==> src/rtl/dac_offset_pkg.sv <==
// -----------------------------------------------------------------------------
// dac_offset_pkg
// Shared definitions for the ADC-offset DAC controller:
//   state_t      - transfer FSM states (IDLE, LOW, HIGH, HOLD, GAP)
//   FRAME_BITS   - bits shifted per lane per frame (4-bit command + 12-bit value)
//   LANES        - number of DACs / serial data lanes
//   DEFAULT_CMD  - "write and update" command nibble placed ahead of each value
// -----------------------------------------------------------------------------
package dac_offset_pkg;

  typedef enum logic [2:0] {
    IDLE = 3'd0,
    LOW  = 3'd1,
    HIGH = 3'd2,
    HOLD = 3'd3,
    GAP  = 3'd4
  } state_t;

  localparam int FRAME_BITS = 16;
  localparam int LANES      = 4;

  localparam logic [3:0] DEFAULT_CMD = 4'b0011;

endpackage

==> src/rtl/dac_offset_shifter.sv <==
// -----------------------------------------------------------------------------
// dac_offset_shifter
// One lane's 16-bit load/shift register. The MSB is the lane's serial output.
// Ports:
//   clk, rst_n  - system clock, asynchronous active-low reset
//   load        - capture word (has priority over shift)
//   shift       - move the next bit into the MSB position
//   clear       - force the register (and so the serial output) to zero
//   word        - frame word to capture on load
//   bit_out     - current serial bit (register MSB)
// -----------------------------------------------------------------------------
import dac_offset_pkg::*;

module dac_offset_shifter (
  input  logic                  clk,
  input  logic                  rst_n,
  input  logic                  load,
  input  logic                  shift,
  input  logic                  clear,
  input  logic [FRAME_BITS-1:0] word,
  output logic                  bit_out
);

  logic [FRAME_BITS-1:0] sr;

  always_ff @(posedge clk or negedge rst_n) begin
    if (!rst_n) begin
      sr <= '0;
    end else if (clear) begin
      sr <= '0;
    end else if (load) begin
      sr <= word;
    end else if (shift) begin
      sr <= {sr[FRAME_BITS-2:0], 1'b0};
    end
  end

  assign bit_out = sr[FRAME_BITS-1];

endmodule

==> src/rtl/dac_offset_ctrl.sv <==
// -----------------------------------------------------------------------------
// dac_offset_ctrl
// Drives four ADC-offset DACs over a shared SCLK / CS_n with one serial data
// lane per DAC. Each lane has a 12-bit shadow register; a transfer sends
// {CMD_BITS, shadow} MSB first on all four lanes at once.
//
// Optional build macro DAC_OFFSET_REFRESH_EN: adds a free-running counter that
// re-requests a transfer every REFRESH_PERIOD clocks. Without the macro,
// transfers happen only after reset and on i_update.
//
// Ports:
//   clk, rst_n       - system clock, asynchronous active-low reset
//   i_cfg_wr         - one-cycle shadow write strobe
//   i_cfg_lane       - shadow index 0..3
//   i_cfg_val        - 12-bit offset value
//   i_update         - request a transfer of all four shadows
//   o_dac_sclk       - shared serial clock, idles low
//   o_dac_cs_n       - shared chip select, active low
//   o_dac_data[3:0]  - per-lane serial data
//   o_busy           - high from transfer start until the end of the gap
//   o_done           - one-cycle pulse when the gap completes
//
// Handshake: i_update is a fire-and-forget request. It sets a pending flag
// which is consumed when a transfer starts; requests arriving while a transfer
// runs collapse into a single follow-up transfer. i_cfg_wr is always accepted.
// -----------------------------------------------------------------------------
import dac_offset_pkg::*;

module dac_offset_ctrl #(
  parameter int unsigned CLK_DIV        = 4,
  parameter logic [3:0]  CMD_BITS       = DEFAULT_CMD,
  parameter logic [11:0] DEFAULT_OFFSET = 12'h800,
  parameter logic [31:0] REFRESH_PERIOD = 32'd1000000
) (
  input  logic        clk,
  input  logic        rst_n,
  input  logic        i_cfg_wr,
  input  logic [1:0]  i_cfg_lane,
  input  logic [11:0] i_cfg_val,
  input  logic        i_update,
  output logic        o_dac_sclk,
  output logic        o_dac_cs_n,
  output logic [3:0]  o_dac_data,
  output logic        o_busy,
  output logic        o_done
);

  localparam logic [7:0] PHASE_MAX = 8'(CLK_DIV - 1);

  state_t      state, state_next;
  logic [7:0]  phase, phase_next;
  logic [3:0]  bit_cnt, bit_next;
  logic        cs_n_next, sclk_next, busy_next, done_next;
  logic        load, shift, clear;
  logic        pending, start, refresh_tick;

  logic [11:0]           shadow    [LANES];
  logic [FRAME_BITS-1:0] load_word [LANES];

  // ---------------------------------------------------------------------------
  // Shadow registers
  // ---------------------------------------------------------------------------
  always_ff @(posedge clk or negedge rst_n) begin
    if (!rst_n) begin
      for (int i = 0; i < LANES; i++) shadow[i] <= DEFAULT_OFFSET;
    end else if (i_cfg_wr) begin
      shadow[i_cfg_lane] <= i_cfg_val;
    end
  end

  // ---------------------------------------------------------------------------
  // Refresh tick
  // ---------------------------------------------------------------------------
`ifdef DAC_OFFSET_REFRESH_EN
  logic [31:0] refresh_cnt;

  always_ff @(posedge clk or negedge rst_n) begin
    if (!rst_n) begin
      refresh_cnt <= '0;
    end else if (refresh_cnt == REFRESH_PERIOD - 32'd1) begin
      refresh_cnt <= '0;
    end else begin
      refresh_cnt <= refresh_cnt + 32'd1;
    end
  end

  assign refresh_tick = (refresh_cnt == REFRESH_PERIOD - 32'd1);
`else
  // No refresh in this build; the period only keeps the parameter list the
  // same for both builds.
  assign refresh_tick = 1'b0 && (REFRESH_PERIOD != 32'd0);
`endif

  // ---------------------------------------------------------------------------
  // Pending request. Set wins over clear so a request landing on the start
  // cycle is never lost. Reset value 1 loads the defaults after reset.
  // ---------------------------------------------------------------------------
  assign start = (state == IDLE) && pending;

  always_ff @(posedge clk or negedge rst_n) begin
    if (!rst_n) begin
      pending <= 1'b1;
    end else if (i_update || refresh_tick) begin
      pending <= 1'b1;
    end else if (start) begin
      pending <= 1'b0;
    end
  end

  // ---------------------------------------------------------------------------
  // Lane shifters. A write on the start cycle bypasses the shadow so the
  // frame carries the newest value.
  // ---------------------------------------------------------------------------
  for (genvar g = 0; g < LANES; g++) begin : g_lane
    assign load_word[g] = {CMD_BITS,
                           (i_cfg_wr && (i_cfg_lane == 2'(g))) ? i_cfg_val : shadow[g]};

    dac_offset_shifter u_shifter (
      .clk     (clk),
      .rst_n   (rst_n),
      .load    (load),
      .shift   (shift),
      .clear   (clear),
      .word    (load_word[g]),
      .bit_out (o_dac_data[g])
    );
  end

  // ---------------------------------------------------------------------------
  // Transfer FSM: state and registered outputs
  // ---------------------------------------------------------------------------
  always_ff @(posedge clk or negedge rst_n) begin
    if (!rst_n) begin
      state      <= IDLE;
      phase      <= '0;
      bit_cnt    <= '0;
      o_dac_cs_n <= 1'b1;
      o_dac_sclk <= 1'b0;
      o_busy     <= 1'b0;
      o_done     <= 1'b0;
    end else begin
      state      <= state_next;
      phase      <= phase_next;
      bit_cnt    <= bit_next;
      o_dac_cs_n <= cs_n_next;
      o_dac_sclk <= sclk_next;
      o_busy     <= busy_next;
      o_done     <= done_next;
    end
  end

  // ---------------------------------------------------------------------------
  // Transfer FSM: next state
  // ---------------------------------------------------------------------------
  always_comb begin
    state_next = state;
    phase_next = phase;
    bit_next   = bit_cnt;
    cs_n_next  = o_dac_cs_n;
    sclk_next  = o_dac_sclk;
    busy_next  = o_busy;
    done_next  = 1'b0;
    load       = 1'b0;
    shift      = 1'b0;
    clear      = 1'b0;

    case (state)
      IDLE: begin
        if (pending) begin
          load       = 1'b1;
          cs_n_next  = 1'b0;
          busy_next  = 1'b1;
          phase_next = PHASE_MAX;
          bit_next   = 4'd15;
          state_next = LOW;
        end
      end

      LOW: begin
        if (phase == 8'd0) begin
          sclk_next  = 1'b1;
          phase_next = PHASE_MAX;
          state_next = HIGH;
        end else begin
          phase_next = phase - 8'd1;
        end
      end

      HIGH: begin
        if (phase == 8'd0) begin
          sclk_next  = 1'b0;
          phase_next = PHASE_MAX;
          if (bit_cnt != 4'd0) begin
            shift      = 1'b1;
            bit_next   = bit_cnt - 4'd1;
            state_next = LOW;
          end else begin
            state_next = HOLD;
          end
        end else begin
          phase_next = phase - 8'd1;
        end
      end

      HOLD: begin
        if (phase == 8'd0) begin
          cs_n_next  = 1'b1;
          clear      = 1'b1;
          phase_next = PHASE_MAX;
          // GAP is two CLK_DIV periods; the idle bit counter counts them so
          // the 8-bit phase counter never has to hold 2*CLK_DIV-1.
          bit_next   = 4'd1;
          state_next = GAP;
        end else begin
          phase_next = phase - 8'd1;
        end
      end

      GAP: begin
        if (phase == 8'd0) begin
          if (bit_cnt != 4'd0) begin
            bit_next   = bit_cnt - 4'd1;
            phase_next = PHASE_MAX;
          end else begin
            done_next  = 1'b1;
            busy_next  = 1'b0;
            state_next = IDLE;
          end
        end else begin
          phase_next = phase - 8'd1;
        end
      end

      default: begin
        state_next = IDLE;
      end
    endcase
  end

endmodule

==> config.mk <==
export PLATFORM = sky130hd
export DESIGN_NAME = dac_offset_ctrl
export DESIGN_NICKNAME = d
export VERILOG_FILES = /design/src/rtl/dac_offset_pkg.sv /design/src/rtl/dac_offset_shifter.sv /design/src/rtl/dac_offset_ctrl.sv
export SDC_FILE = /design/constraint.sdc
export NUM_CORES = 1
export LEC_CHECK = 0
export ABC_AREA = 1
export BUFFER_PORTS_ARGS = -buffer_cell sky130_fd_sc_hd__buf_4
export CAP_MARGIN = 10
export CELL_PAD_IN_SITES_DETAIL_PLACEMENT = 0
export CELL_PAD_IN_SITES_GLOBAL_PLACEMENT = 2
export CORE_MARGIN = 4
export CORE_UTILIZATION = 40
export DETAILED_ROUTE_END_ITERATION = 8
export PLACE_DENSITY = 0.89
export SLEW_MARGIN = 0
export SYNTH_ARGS = -nofsm -noshare
export SYNTH_HDL_FRONTEND = slang
export SYNTH_SLANG_ARGS = --single-unit
==> constraint.sdc <==
create_clock -name clk -period 2.97 [get_ports clk]
set_clock_uncertainty 0.05 [all_clocks]
set_input_delay 0 -clock clk [delete_from_list [all_inputs] [get_ports clk]]
set_output_delay 0 -clock clk [all_outputs]
set_load 0.005 [all_outputs]
==> metrics.md, run 1 <==
| Metric | Value |
|---|---|
| Antenna violations before repair | `0` |
| Min-Delay Path Class | `in2reg` |
| Status | `completed` |
| Worst-skew pair later-pin latency | `410 ps` |
| Cell variety after synth | `29` |
| Worst EP required | `3210 ps` |
| Final wirelength | `14.8 mm` |
| Top delay family on crit path | `simple AND/OR/NAND/NOR gates` |
| Vias in the first global route | `5,104` |
| Setup_tns | `0 ps` |
| Seq/Total Area, Yosys | `between 50% and 60%` |
| Critical path's most frequent cell | `nand2_1` |
| Dpl cell area | `around 6600 um^2` |
| Critical Path Start Type | `register` |
| Power Density | `585 nW/um^2` |
| Placed Instances | `1,000` |
| Share of layout cells above drive strength 1 | `10.6%` |
| Post-route antenna net violation count | `0` |
| Slowest-stage cell, CP | `nand3_4` |
| TritonCTS Sinks | `132` |
| RSZ-0062 raised after global routing | `false` |
| Max-cap violations | `0` |
| Width of the die | `roughly 130 um` |
| CTS tree | `done` |
| Area Overhead vs Synth | `17.0%` |
| Post-layout instance area | `7360 um^2` |
| Synth Warn # | `0` |
| Final Slew Violations | `0` |
| Post-CTS Setup Repair Bufs | `0` |
| Clock buffer depth | `2` |
| Synth area leaders | `dfrtp_1 (50%), nand2_1 (22%), nand3_1 (6.4%)` |
| Crit Path Max Fanout | `46` |
| First-pass GRT wire length | `25.7 mm` |
| Dpl hpwl | `between 9 and 10 mm` |
| Initial Util | `41.1%` |
| Met2 Wirelength | `6.77 mm` |
| Worst Setup Path Type | `reg2reg` |
| Pre-antenna DRT Iters | `5` |
| Ant. Diodes | `0` |
| Max_slew headroom | `46.8%` |
| Die area | `approximately 18,000 um^2` |
| Top Metal Used | `met4` |
| Crit path DAT | `2540 ps` |
| Setup ws final | `~670 ps` |
| # H-tree levels | `4` |
| Post-route DRC violation count | `0` |
| Core area | `15,300 um^2` |
| Crit path largest cell delay | `560 ps` |
| Top cell type's share of synthesized area | `50.1%` |
| #FFs+latches synth | `132` |
| Grt total ovfl | `0` |
| RD Place Congestion | `0.784` |
| Root buffer cell | `clkbuf_16` |
| WL per Instance | `around 14 um` |
| Final Hold Viols | `0` |
| Yosys top cell by area | `dfrtp_1` |
| Period minus WS final | `2300 ps` |
| Gate Count Post-Synth | `799` |
| Vias | `roughly 5.2k` |
| Routed vias/inst | `4.99` |
| Met3 Wirelength | `approximately 530 um` |
| Syn nets | `819` |
| Fmax | `435 MHz` |
| Leak pwr | `3.92 nW` |
| Setup WS pre-CTS | `~680 ps` |
| Port bufs | `25` |
| Final setup fails | `0` |
| WP buf/inv | `2` |
| GRT Util Overall | `17.6%` |
| Synth Area per Inst | `7.87 um^2` |
| Inserted Clock Buffers | `17` |
| Worst slew pin tran | `797 ps` |
| Die Ht | `around 130 um` |
| Initial DRC count | `~400` |
| Metal1 wirelength | `7.32 mm` |
| Largest net degree at the start of global routing | `84` |
| Mapped cell area | `~6300 um^2` |
| Worst-path clk slew | `60 ps` |
| I/O pin cnt | `26` |
| Final period util | `77.5%` |
| Non-filler cells, final | `1,050` |
| Final #Nets | `846` |
| # rows | `45` |
| Peak supply drop | `between 0.3 and 0.4 mV` |
| CP endpoint kind | `register` |
| Critical-path cell list | `nor2_2 -> nand2_1 -> nor2_4 -> inv_2 -> buf_4 -> nand3_4 -> nand3_1 -> nand2_1` |
## layout make-up
| class | count | area, um^2 |
|---|---|---|
| clock inverter | 13 | 135 |
| multi-input combinational | 570 | 2540 |
| sequential | 132 | 3310 |
| tap | 211 | 264 |
| fill | 1520 | 7960 |
| clock buffer | 19 | 443 |
| timing repair buffer | 53 | 472 |
| inverter | 52 | 196 |
## path summary, 6_finish.rpt
check | startpoint | end | slack (ps) | depth (start not counted)
setup / recovery | state[1]$_DFFE_PN0P_ | g_lane[1].u_shifter.sr[1]$_DFFE_PN0P_ | 670 | 8
hold / removal | i_cfg_wr | shadow[35]$_DFFE_PN1P_ | 40 | 3
setup reg to reg | state[1]$_DFFE_PN0P_ | g_lane[1].u_shifter.sr[1]$_DFFE_PN0P_ | 670 | 8
hold reg to reg | o_dac_cs_n$_DFFE_PN1P_ | o_dac_cs_n$_DFFE_PN1P_ | 420 | 2
max in group asynchronous | rst_n | shadow[47]$_DFFE_PN1P_ | 1850 | 3
min in group asynchronous | rst_n | shadow[34]$_DFFE_PN0P_ | 180 | 2
## registers in the layout (all words and copies together) (netlist names)
register	count
bit_cnt	4
g_lane.u_shifter.sr	64
o_busy	1
o_dac_cs_n	1
o_dac_sclk	1
o_done	1
pending	1
phase	8
shadow	48
state	3
## metrics by stage
step           power [W]  util [%]  hold WS (ps)
3_5_place_dp     0.00230      43.1          76.7
5_1_grt          0.00451      48.0          45.4
6_report         0.00431      48.0          40.1
2_1_floorplan    0.00218         -          -346
3_3_place_gp     0.00229      43.1          68.6
4_1_cts          0.00437      48.0          20.8
## cells by family (layout without fill, tap and decap cells)
group	after synthesis	after routing	share of synthesized area (%)
simple gates	510	510	34.8
flops	132	132	52.6
buf+inv	97	137	7.00
compound gates	50	50	4.06
xor+xnor	8	8	1.11
fa+ha+maj	2	2	0.398
## cells in the mapped netlist
master / count
nand3_1: 81
dfrtp_1: 126
buf_6: 1
buf_2: 15
inv_1: 46
nand2_2: 1
clkinv_2: 1
nor3_1: 1
nor2_2: 2
o21ai_1: 10
xor2_1: 7
nand4_1: 25
clkbuf_1: 12
nand2_1: 365
ha_1: 2
buf_1: 4
o21bai_1: 1
nand3_4: 2
nand2_4: 1
o21ai_0: 37
dfstp_2: 6
o22ai_1: 2
xnor2_1: 1
nor2_4: 3
nand3_2: 2
nor2_1: 15
inv_2: 5
buf_4: 13
and2_1: 12
## cells in the final DEF, fill, tap and decap left out
cell and instances:
and2_1 12, buf_12 2, buf_4 32, buf_6 1, bufinv_16 2, clkbuf_1 1
clkbuf_16 17, clkbuf_8 1, clkinv_2 5, clkinv_4 2, clkinvlp_4 5, dfrtp_1 126
dfstp_2 6, dlygate4sd3_1 18, ha_1 2, inv_1 46, inv_2 5, nand2_1 365
nand2_2 1, nand2_4 1, nand3_1 81, nand3_2 2, nand3_4 2, nand4_1 25
nor2_1 15, nor2_2 2, nor2_4 3, nor3_1 1, o21ai_0 37, o21ai_1 10
o21bai_1 1, o22ai_1 2, xnor2_1 1, xor2_1 7
## what timing repair did
| action | in CTS | in global routing |
|---|---|---|
| gates resized for setup | 0 | 0 |
| hold endpoints to repair | 124 | 0 |
| hold buffers | 18 | 0 |
## power by group
part	internal [W]	switching (W)	leakage [nW]
registers	0.00193	0.0000412	1.65
clock network	0.00125	0.000775	0.271
logic	0.000113	0.000191	1.99
## worst min-delay path, delay by kind of cell
family        cells  cell delay, ps
simple gates      2             240
buf+inv           1             240
## metal layers
metal  vias up  global-route usage [%]
li1       2586                       -
met1      2541                    25.0
met2        97                    27.8
met3        13                    3.29
met4         0                    4.97
met5         -                       0
No activity file was read; power rests on OpenSTA's default activity.
==> inputs of run 2 (changes only) <==
--- a/config.mk
+++ b/config.mk
@@ -5,7 +5,7 @@
 export SDC_FILE = /design/constraint.sdc
 export NUM_CORES = 1
 export LEC_CHECK = 0
-export ABC_AREA = 1
+export ABC_AREA = 0
 export BUFFER_PORTS_ARGS = -buffer_cell sky130_fd_sc_hd__buf_4
 export CAP_MARGIN = 10
 export CELL_PAD_IN_SITES_DETAIL_PLACEMENT = 0
@@ -13,7 +13,7 @@
 export CORE_MARGIN = 4
 export CORE_UTILIZATION = 40
 export DETAILED_ROUTE_END_ITERATION = 8
-export PLACE_DENSITY = 0.89
+export PLACE_DENSITY = 0.79
 export SLEW_MARGIN = 0
 export SYNTH_ARGS = -nofsm -noshare
 export SYNTH_HDL_FRONTEND = slang
==> constraint.sdc (replaced) <==
create_clock -name clk -period 2.3 [get_ports clk]
set_clock_uncertainty 0.05 [all_clocks]
set_input_delay 0 -clock clk [delete_from_list [all_inputs] [get_ports clk]]
set_output_delay 0 -clock clk [all_outputs]
set_load 0.005 [all_outputs]
==> run 2 against run 1 <==
Synthesized cell count decreased by 40%. Area after synthesis decreased by 8.7%. Sequential power increased by 78%. Clock power increased by 38%. Critical path type unchanged. Largest cell class unchanged.
==> metrics.md, run 2 <==
| Metric | Value |
|---|---|
| Gate Count Post-Synth | `477 (-40%)` |
| Final Slew Violations | `0 (unchanged)` |
| Non-filler cells, final | `714 (-32%)` |
| Min-Delay Path Class | `in2async` |
| Final setup fails | `0 (unchanged)` |
| Grt total ovfl | `0 (unchanged)` |
| Count leader, synth | `dfrtp_1` |
| Worst Setup Path Type | `reg2reg` |
| Switch Pwr | `0.00247 W (+140%)` |
| Final Hold Viols | `0 (unchanged)` |
| I/O pin cnt | `26 (unchanged)` |
| Vias in the first global route | `4,009 (-21%)` |
| Final period util | `92.7% (+15 points)` |
| Post-route antenna net violation count | `0 (unchanged)` |
| Share of layout cells above drive strength 1 | `26.2% (+16 points)` |
| Largest net degree at the start of global routing | `60 (-29%)` |
| Worst EP required | `2550 ps (-660 ps)` |
| Dpl hpwl | `7.63 mm (-16%)` |
| Initial Util | `41.0% (about the same)` |
| Largest reg by FF count | `g_lane.u_shifter.sr` |
| Post-synth ARST share | `100% (unchanged)` |
| Largest registers | `g_lane.u_shifter.sr x64, shadow x48, phase x8` |
| P_int | `0.00602 W (+83%)` |
| Syn nets | `497 (-39%)` |
| Crit path DAT | `2380 ps (-160 ps)` |
| CTS tree | `done` |
| Top delay family on crit path | `simple AND/OR/NAND/NOR gates` |
| Synth cell count leaders | `dfrtp_1 (126), nor2_1 (59), a221o_1 (52)` |
| Critical Path Stages | `7 (-1)` |
| Root buffer cell | `clkbuf_16` |
| Post-route DRC violation count | `0 (unchanged)` |
| WP buf/inv | `2 (unchanged)` |
| Inserted Clock Buffers | `17 (unchanged)` |
| First-pass GRT wire length | `20.9 mm (-19%)` |
| CP endpoint kind | `register` |
| Final wirelength | `12.2 mm (-17%)` |
| Critical-path cell list | `inv_1 -> ha_1 -> or3b_4 -> nor2_8 -> a21oi_4 -> buf_12 -> a221o_1` |
| Pre-antenna DRT Iters | `4 (-1)` |
| Worst reg-to-reg path cell count | `7 (-1)` |
| Yosys top cell by area | `dfrtp_1` |
| GRT Util Overall | `16.4% (-1.2 points)` |
| Fmax | `469 MHz (+7.9%)` |
| Ant. Diodes | `0 (unchanged)` |
| Seq/Total Area, Yosys | `57.7% (+5.0 points)` |
| # rows | `43 (-4.4%)` |
| # H-tree levels | `4 (unchanged)` |
| Final #Nets | `543 (-36%)` |
| Status | `completed` |
| Worst-skew pair later-pin latency | `420 ps (about the same)` |
| Most frequent cells in the layout | `dfrtp_1 (126), nor2_1 (59), a221o_1 (52)` |
| Routed vias/inst | `5.31 (+6.4%)` |
| Leading cell type in the layout, fill and taps excluded | `dfrtp_1` |
| Worst-path clk slew | `50 ps (about the same)` |
| Clock buffer depth | `2 (unchanged)` |
| Sequential power share | `41.5% (-4.4 points)` |
| #FFs+latches synth | `132 (unchanged)` |
| Initial DRC count | `271 (-34%)` |
| Top cell type's share of synthesized area | `54.9% (+4.8 points)` |
| Total power | `0.00849 W (+97%)` |
| Cell variety after synth | `53 (+83%)` |
| Setup WS pre-CTS | `73.0 ps (-607 ps)` |
| Critical Path Start Type | `register` |
| EDFF count, synth | `0 (unchanged)` |
| RSZ-0062 raised after global routing | `false` |
| Power Density | `1220 nW/um^2 (+110%)` |
| Peak supply drop | `0.687 mV (+100%)` |
| Core area | `14,000 um^2 (-8.7%)` |
| Post-CTS Setup Repair Bufs | `0 (unchanged)` |
| Synth area leaders | `dfrtp_1 (55%), mux2_2 (9.6%), a221o_1 (9.1%)` |
| Top Metal Used | `met4` |
| Die Ht | `128 um (-4.2%)` |
| Leak pwr | `3.20 nW (-18%)` |
| Clock power share | `33.0% (-14 points)` |
| Setup ws final | `169 ps (-501 ps)` |
| Placed Instances | `670 (-33%)` |
| Top_reg_cell synth | `dfrtp_1` |
| Die area | `16,300 um^2 (-8.2%)` |
| Width of the die | `128 um (-4.2%)` |
| Combinational Power Share | `25.4% (+18 points)` |
| RD Place Congestion | `0.739 (-5.7%)` |
| Vias | `3,790 (-28%)` |
| Synth Warn # | `0 (unchanged)` |
| Setup_tns | `0 ps (unchanged)` |
| Worst slew pin tran | `601 ps (-196 ps)` |
| Max reg flops | `64 (unchanged)` |
| WL per Instance | `17.2 um (+22%)` |
| Crit path largest cell delay | `460 ps (-100 ps)` |
| Met2 Wirelength | `5.85 mm (-14%)` |
| Port bufs | `25 (unchanged)` |
| Switching Share | `29.1% (+5.7 points)` |
| Period minus WS final | `2130 ps (-169 ps)` |
| Met3 Wirelength | `300 um (-43%)` |
| Area Overhead vs Synth | `21.0%` |
| Max-cap violations | `0 (unchanged)` |
| Metal1 wirelength | `5.96 mm (-18%)` |
| Crit Path Max Fanout | `30 (-35%)` |
| Slowest-stage cell, CP | `or3b_4` |
| Antenna violations before repair | `0 (unchanged)` |
| Mapped cell area | `5740 um^2 (-8.7%)` |
| Max_slew headroom | `59.9% (+13 points)` |
| Synth Area per Inst | `12.0 um^2 (+53%)` |
| TritonCTS Sinks | `132 (unchanged)` |
==> run 2: changes by cell type in the layout (fill, tap and decap cells not counted), moves of 6 or more <==
cell | before | now
mux2_2 | 0 | 49
mux2i_1 | 0 | 10
nand2_1 | 365 | 13
a221o_1 | 0 | 52
o21ai_0 | 37 | 4
nand4_1 | 25 | 1
nor2_1 | 15 | 59
o21ai_1 | 10 | 0
and2_1 | 12 | 0
nand3_1 | 81 | 4
nor3_1 | 1 | 12
buf_4 | 32 | 40
xor2_1 | 7 | 1
==> run 2: cells by family after synthesis <==
| logic type | count (synthesis) | synth area share [%] |
|---|---|---|
| flip-flops | 132 | 57.7 |
| multiplexers | 59 | 11.4 |
| AND/OR/NAND/NOR | 119 | 10.6 |
| AO/OA/AOI/OAI | 84 | 13.4 |
| XOR/XNOR | 2 | 0.305 |
| adder cells (fa/ha/maj) | 2 | 0.436 |
| buffers and inverters | 79 | 6.30 |
==> run 2: routing by layer <==
metal  GRT usage (%)  vias up
met5               0        -
met4            5.62        0
met3            4.58        9
met2            25.2       43
met1            22.5     1938
li1                -     1800
==> run 2: power groups by stage <==
stage	Sequential, W	Combinational [W]	Clock [W]
2_1_floorplan	0.00337	0.00171	0
3_3_place_gp	0.00354	0.00208	0
3_5_place_dp	0.00355	0.00214	0
4_1_cts	0.00352	0.00218	0.00287
5_1_grt	0.00362	0.00241	0.00295
6_report	0.00353	0.00216	0.00280
==> run 2: final timing paths <==
kind | slack (ps) | end | start
max in group asynchronous | 1280 | shadow[23]$_DFFE_PN1P_ | rst_n
min reg2reg | 400 | o_dac_cs_n$_DFFE_PN1P_ | o_dac_cs_n$_DFFE_PN1P_
max | 170 | g_lane[2].u_shifter.sr[4]$_DFFE_PN0P_ | phase[0]$_DFFE_PN0P_
min in group clk | 160 | shadow[44]$_DFFE_PN0P_ | i_cfg_lane[0]
min | 80 | phase[1]$_DFFE_PN0P_ | rst_n
max reg2reg | 170 | g_lane[2].u_shifter.sr[4]$_DFFE_PN0P_ | phase[0]$_DFFE_PN0P_
==> run 2: stage by stage <==
stage          hold slack (ps)  cell area, um^2  util [%]
2_1_floorplan             -346             5740         -
3_3_place_gp             -5.02             6180      44.2
3_5_place_dp              4.58             6180      44.2
4_1_cts                    106             6930      49.6
5_1_grt                    159             6950      49.7
6_report                  84.9             6950      49.7
==> run 2: area by class of cell <==
type / instances / area, um^2
sequential: 132 / 3310
fill: 1242 / 7040
inverter: 48 / 180
clock inverter: 9 / 154
tap: 180 / 225
timing repair buffer: 58 / 520
multi-input combinational: 266 / 2100
clock buffer: 21 / 460
==> run 2: repair_timing <==
action / in CTS / in global routing
hold endpoints to repair: 146 / 0
hold buffers: 14 / 0
resized for setup: 0 / 3
endpoints found under the setup margin: 0 / 48
==> run 2: worst register-to-register path: stages, from the launching register on <==
cell and delay [ps]:
dfrtp_1 390, inv_1 100, ha_1 190, or3b_4 460, nor2_8 150, a21oi_4 110
buf_12 190, a221o_1 370
==> inputs of run 3 (changes only) <==
--- a/config.mk
+++ b/config.mk
@@ -5,15 +5,17 @@
 export SDC_FILE = /design/constraint.sdc
 export NUM_CORES = 1
 export LEC_CHECK = 0
-export ABC_AREA = 0
+export ABC_AREA = 1
 export BUFFER_PORTS_ARGS = -buffer_cell sky130_fd_sc_hd__buf_4
 export CAP_MARGIN = 10
 export CELL_PAD_IN_SITES_DETAIL_PLACEMENT = 0
 export CELL_PAD_IN_SITES_GLOBAL_PLACEMENT = 2
 export CORE_MARGIN = 4
-export CORE_UTILIZATION = 40
+export CORE_UTILIZATION = 37
+export CTS_CLUSTER_SIZE = 40
 export DETAILED_ROUTE_END_ITERATION = 8
-export PLACE_DENSITY = 0.79
+export GPL_ROUTABILITY_DRIVEN = 0
+export PLACE_DENSITY = 0.83
 export SLEW_MARGIN = 0
 export SYNTH_ARGS = -nofsm -noshare
 export SYNTH_HDL_FRONTEND = slang
==> run 3 against run 2 <==
Global-route usage increased by 0.56 points. Total power decreased by 35%. Sequential share of layout area fell by 3.1 points.
==> metrics.md, run 3 (synthesis results as in run 1) <==
| Metric | Value |
|---|---|
| Inserted Clock Buffers | `17 (unchanged)` |
| Top delay family on crit path | `simple AND/OR/NAND/NOR gates` |
| Antenna violations before repair | `0 (unchanged)` |
| Grt total ovfl | `0 (unchanged)` |
| Slowest-stage cell, CP | `dfrtp_1` |
| Core area | `16,600 um^2 (+19%)` |
| Period minus WS final | `2030 ps (-105 ps)` |
| Max-cap violations | `0 (unchanged)` |
| Largest net degree at the start of global routing | `64 (+6.7%)` |
| Fillers | `1,629 (+31%)` |
| Share of layout cells above drive strength 1 | `11.1% (-15 points)` |
| Pre-antenna DRT Iters | `7 (+3)` |
| Fmax | `494 MHz (+5.2%)` |
| Clock buffer depth | `2 (unchanged)` |
| Clock power share | `46.2% (+13 points)` |
| Sequential power share | `46.3% (+4.8 points)` |
| Status | `completed` |
| Final Hold Viols | `0 (unchanged)` |
| Min-Delay Path Class | `in2async` |
| Peak supply drop | `0.514 mV (-25%)` |
| Final #Nets | `853 (+57%)` |
| Crit Path Max Fanout | `36 (+20%)` |
| Vias | `5,133 (+35%)` |
| Vias in the first global route | `5,157 (+29%)` |
| TritonCTS Sinks | `132 (unchanged)` |
| Crit path largest cell delay | `390 ps (-70 ps)` |
| R2r setup slk | `270 ps (+110 ps)` |
| GRT Util Overall | `17.0% (+0.56 points)` |
| Largest registers | `g_lane.u_shifter.sr x64, shadow x48, phase x8` |
| Worst Setup Path Type | `reg2reg` |
| CTS tree | `done` |
| Width of the die | `138 um (+8.3%)` |
| Combinational Power Share | `7.5% (-18 points)` |
| Max_slew headroom | `59.7% (-0.18 points)` |
| Area Overhead vs Synth | `18.3%` |
| Port bufs | `25 (unchanged)` |
| RSZ-0062 raised after global routing | `false` |
| I/O pin cnt | `26 (unchanged)` |
| Leak pwr | `3.95 nW (+24%)` |
| Power Density | `739 nW/um^2 (-40%)` |
| Worst-skew pair later-pin latency | `420 ps (about the same)` |
| Worst reg-to-reg path cell count | `9 (+2)` |
| Util after Layout | `44.7% (-5.0 points)` |
| WP buf/inv | `3 (+1)` |
| Dpl hpwl | `9.89 mm (+30%)` |
| Setup_tns | `0 ps (unchanged)` |
| Post-CTS sizing | `0 (unchanged)` |
| Initial Util | `37.8% (-3.3 points)` |
| # rows | `47 (+9.3%)` |
| Final setup fails | `0 (unchanged)` |
| Most frequent cells in the layout | `nand2_1 (365), dfrtp_1 (126), nand3_1 (81)` |
| Critical Path Stages | `9 (+2)` |
| Final Slew Violations | `0 (unchanged)` |
| Largest reg by FF count | `g_lane.u_shifter.sr` |
| P_int | `0.00416 W (-31%)` |
| Post-route antenna net violation count | `0 (unchanged)` |
| Register Area | `3310 um^2 (unchanged)` |
| WL per Instance | `14.6 um (-15%)` |
| Final wirelength | `15.6 mm (+27%)` |
| Leading cell type in the layout, fill and taps excluded | `nand2_1` |
| Worst-path clk slew | `60 ps (about the same)` |
| Ant. Diodes | `0 (unchanged)` |
| Worst r2r dst | `g_lane[2].u_shifter.sr[5]$_DFFE_PN0P_` |
| Switch Pwr | `0.00134 W (-46%)` |
| Worst R2R Start | `bit_cnt[0]$_DFFE_PN0P_` |
| # H-tree levels | `4 (unchanged)` |
| Final period util | `88.1% (-4.6 points)` |
| Critical Path Start Type | `register` |
| Area of the multi-input gates | `2540 um^2 (+21%)` |
| Die Ht | `138 um (+8.3%)` |
| CP endpoint kind | `register` |
| Switching Share | `24.4% (-4.6 points)` |
| First-pass GRT wire length | `26.5 mm (+27%)` |
| Critical-path cell list | `inv_1 -> ha_1 -> nand3_1 -> nand3_4 -> clkinv_2 -> nor2_4 -> buf_12 -> nand2_1 -> nand2_1` |
| Initial DRC count | `398 (+47%)` |
| Die area | `19,100 um^2 (+17%)` |
| Max reg flops | `64 (unchanged)` |
| Root buffer cell | `clkbuf_16` |
| Worst EP required | `2610 ps (+60 ps)` |
| Crit path DAT | `2330 ps (-50 ps)` |
| Routed vias/inst | `4.82 (-9.3%)` |
| Worst slew pin tran | `604 ps (+2.75 ps)` |
| Critical path's most frequent cell | `nand2_1` |
| Post-route DRC violation count | `0 (unchanged)` |
-- run 3: cell types whose count changed in the layout (fill, tap and decap cells not counted), moves of 10 or more --
cell	previous run	this run
and2_1	0	12
o21ai_0	4	37
o21ai_1	0	10
nand2_1	13	365
mux2_2	49	0
a221o_1	52	0
nand4_1	1	25
mux2i_1	10	0
nor3_1	12	1
nand3_1	4	81
nor2_1	59	15
-- run 3: per-stage QoR --
| stage | std cells | area, um^2 | hold WS [ps] | worst slack, ps | total power, W |
|---|---|---|---|---|---|
| 2_1_floorplan | 799 | 6290 | -346 | 622 | 0.00281 |
| 3_3_place_gp | 1014 | 6690 | -20.4 | 349 | 0.00297 |
| 3_5_place_dp | 1014 | 6690 | -17.9 | 285 | 0.00298 |
| 4_1_cts | 1066 | 7440 | 97.8 | 259 | 0.00557 |
| 5_1_grt | 1066 | 7440 | 149 | 128 | 0.00576 |
| 6_report | 1066 | 7440 | 78.0 | 274 | 0.00550 |
-- run 3: cell type report --
class,count,area share (%)
Inverter,52,2.64
Tap cell,220,3.70
Clock inverter,13,1.48
Multi-Input combinational cell,570,34.1
Sequential cell,132,44.5
Clock buffer,19,5.95
Timing Repair Buffer,60,7.62
-- run 3: how the worst max path moves through the flow --
stage / start / endpoint / slack, ps
floorplan: phase[0]$_DFFE_PN0P_ / g_lane[0].u_shifter.sr[1]$_DFFE_PN0P_ / 620
global placement: bit_cnt[0]$_DFFE_PN0P_ / g_lane[0].u_shifter.sr[13]$_DFFE_PN0P_ / 350
detailed placement: bit_cnt[0]$_DFFE_PN0P_ / g_lane[0].u_shifter.sr[13]$_DFFE_PN0P_ / 280
CTS: bit_cnt[0]$_DFFE_PN0P_ / g_lane[0].u_shifter.sr[12]$_DFFE_PN0P_ / 260
global route: phase[0]$_DFFE_PN0P_ / phase[0]$_DFFE_PN0P_ / 130
finish: bit_cnt[0]$_DFFE_PN0P_ / g_lane[2].u_shifter.sr[5]$_DFFE_PN0P_ / 270
-- run 3: routing by layer --
| metal | global-route usage [%] | wire, um |
|---|---|---|
| met1 | 23.9 | 7370 |
| met4 | 4.99 | 176 |
| met5 | 0 | 0 |
| met2 | 26.2 | 7410 |
| met3 | 4.18 | 632 |
-- run 3: power by group through the flow --
stage          clock, W  combinational, W  sequential (W)
3_5_place_dp          0          0.000392         0.00259
2_1_floorplan         0          0.000233         0.00258
5_1_grt         0.00271          0.000485         0.00256
4_1_cts         0.00260          0.000421         0.00255
3_3_place_gp          0          0.000387         0.00259
6_report        0.00254          0.000413         0.00255
-- run 3: repair_timing --
item                      in CTS  in global routing
hold buffers                  20                  0
setup buffers                  0                  0
hold endpoints to repair     110                  0
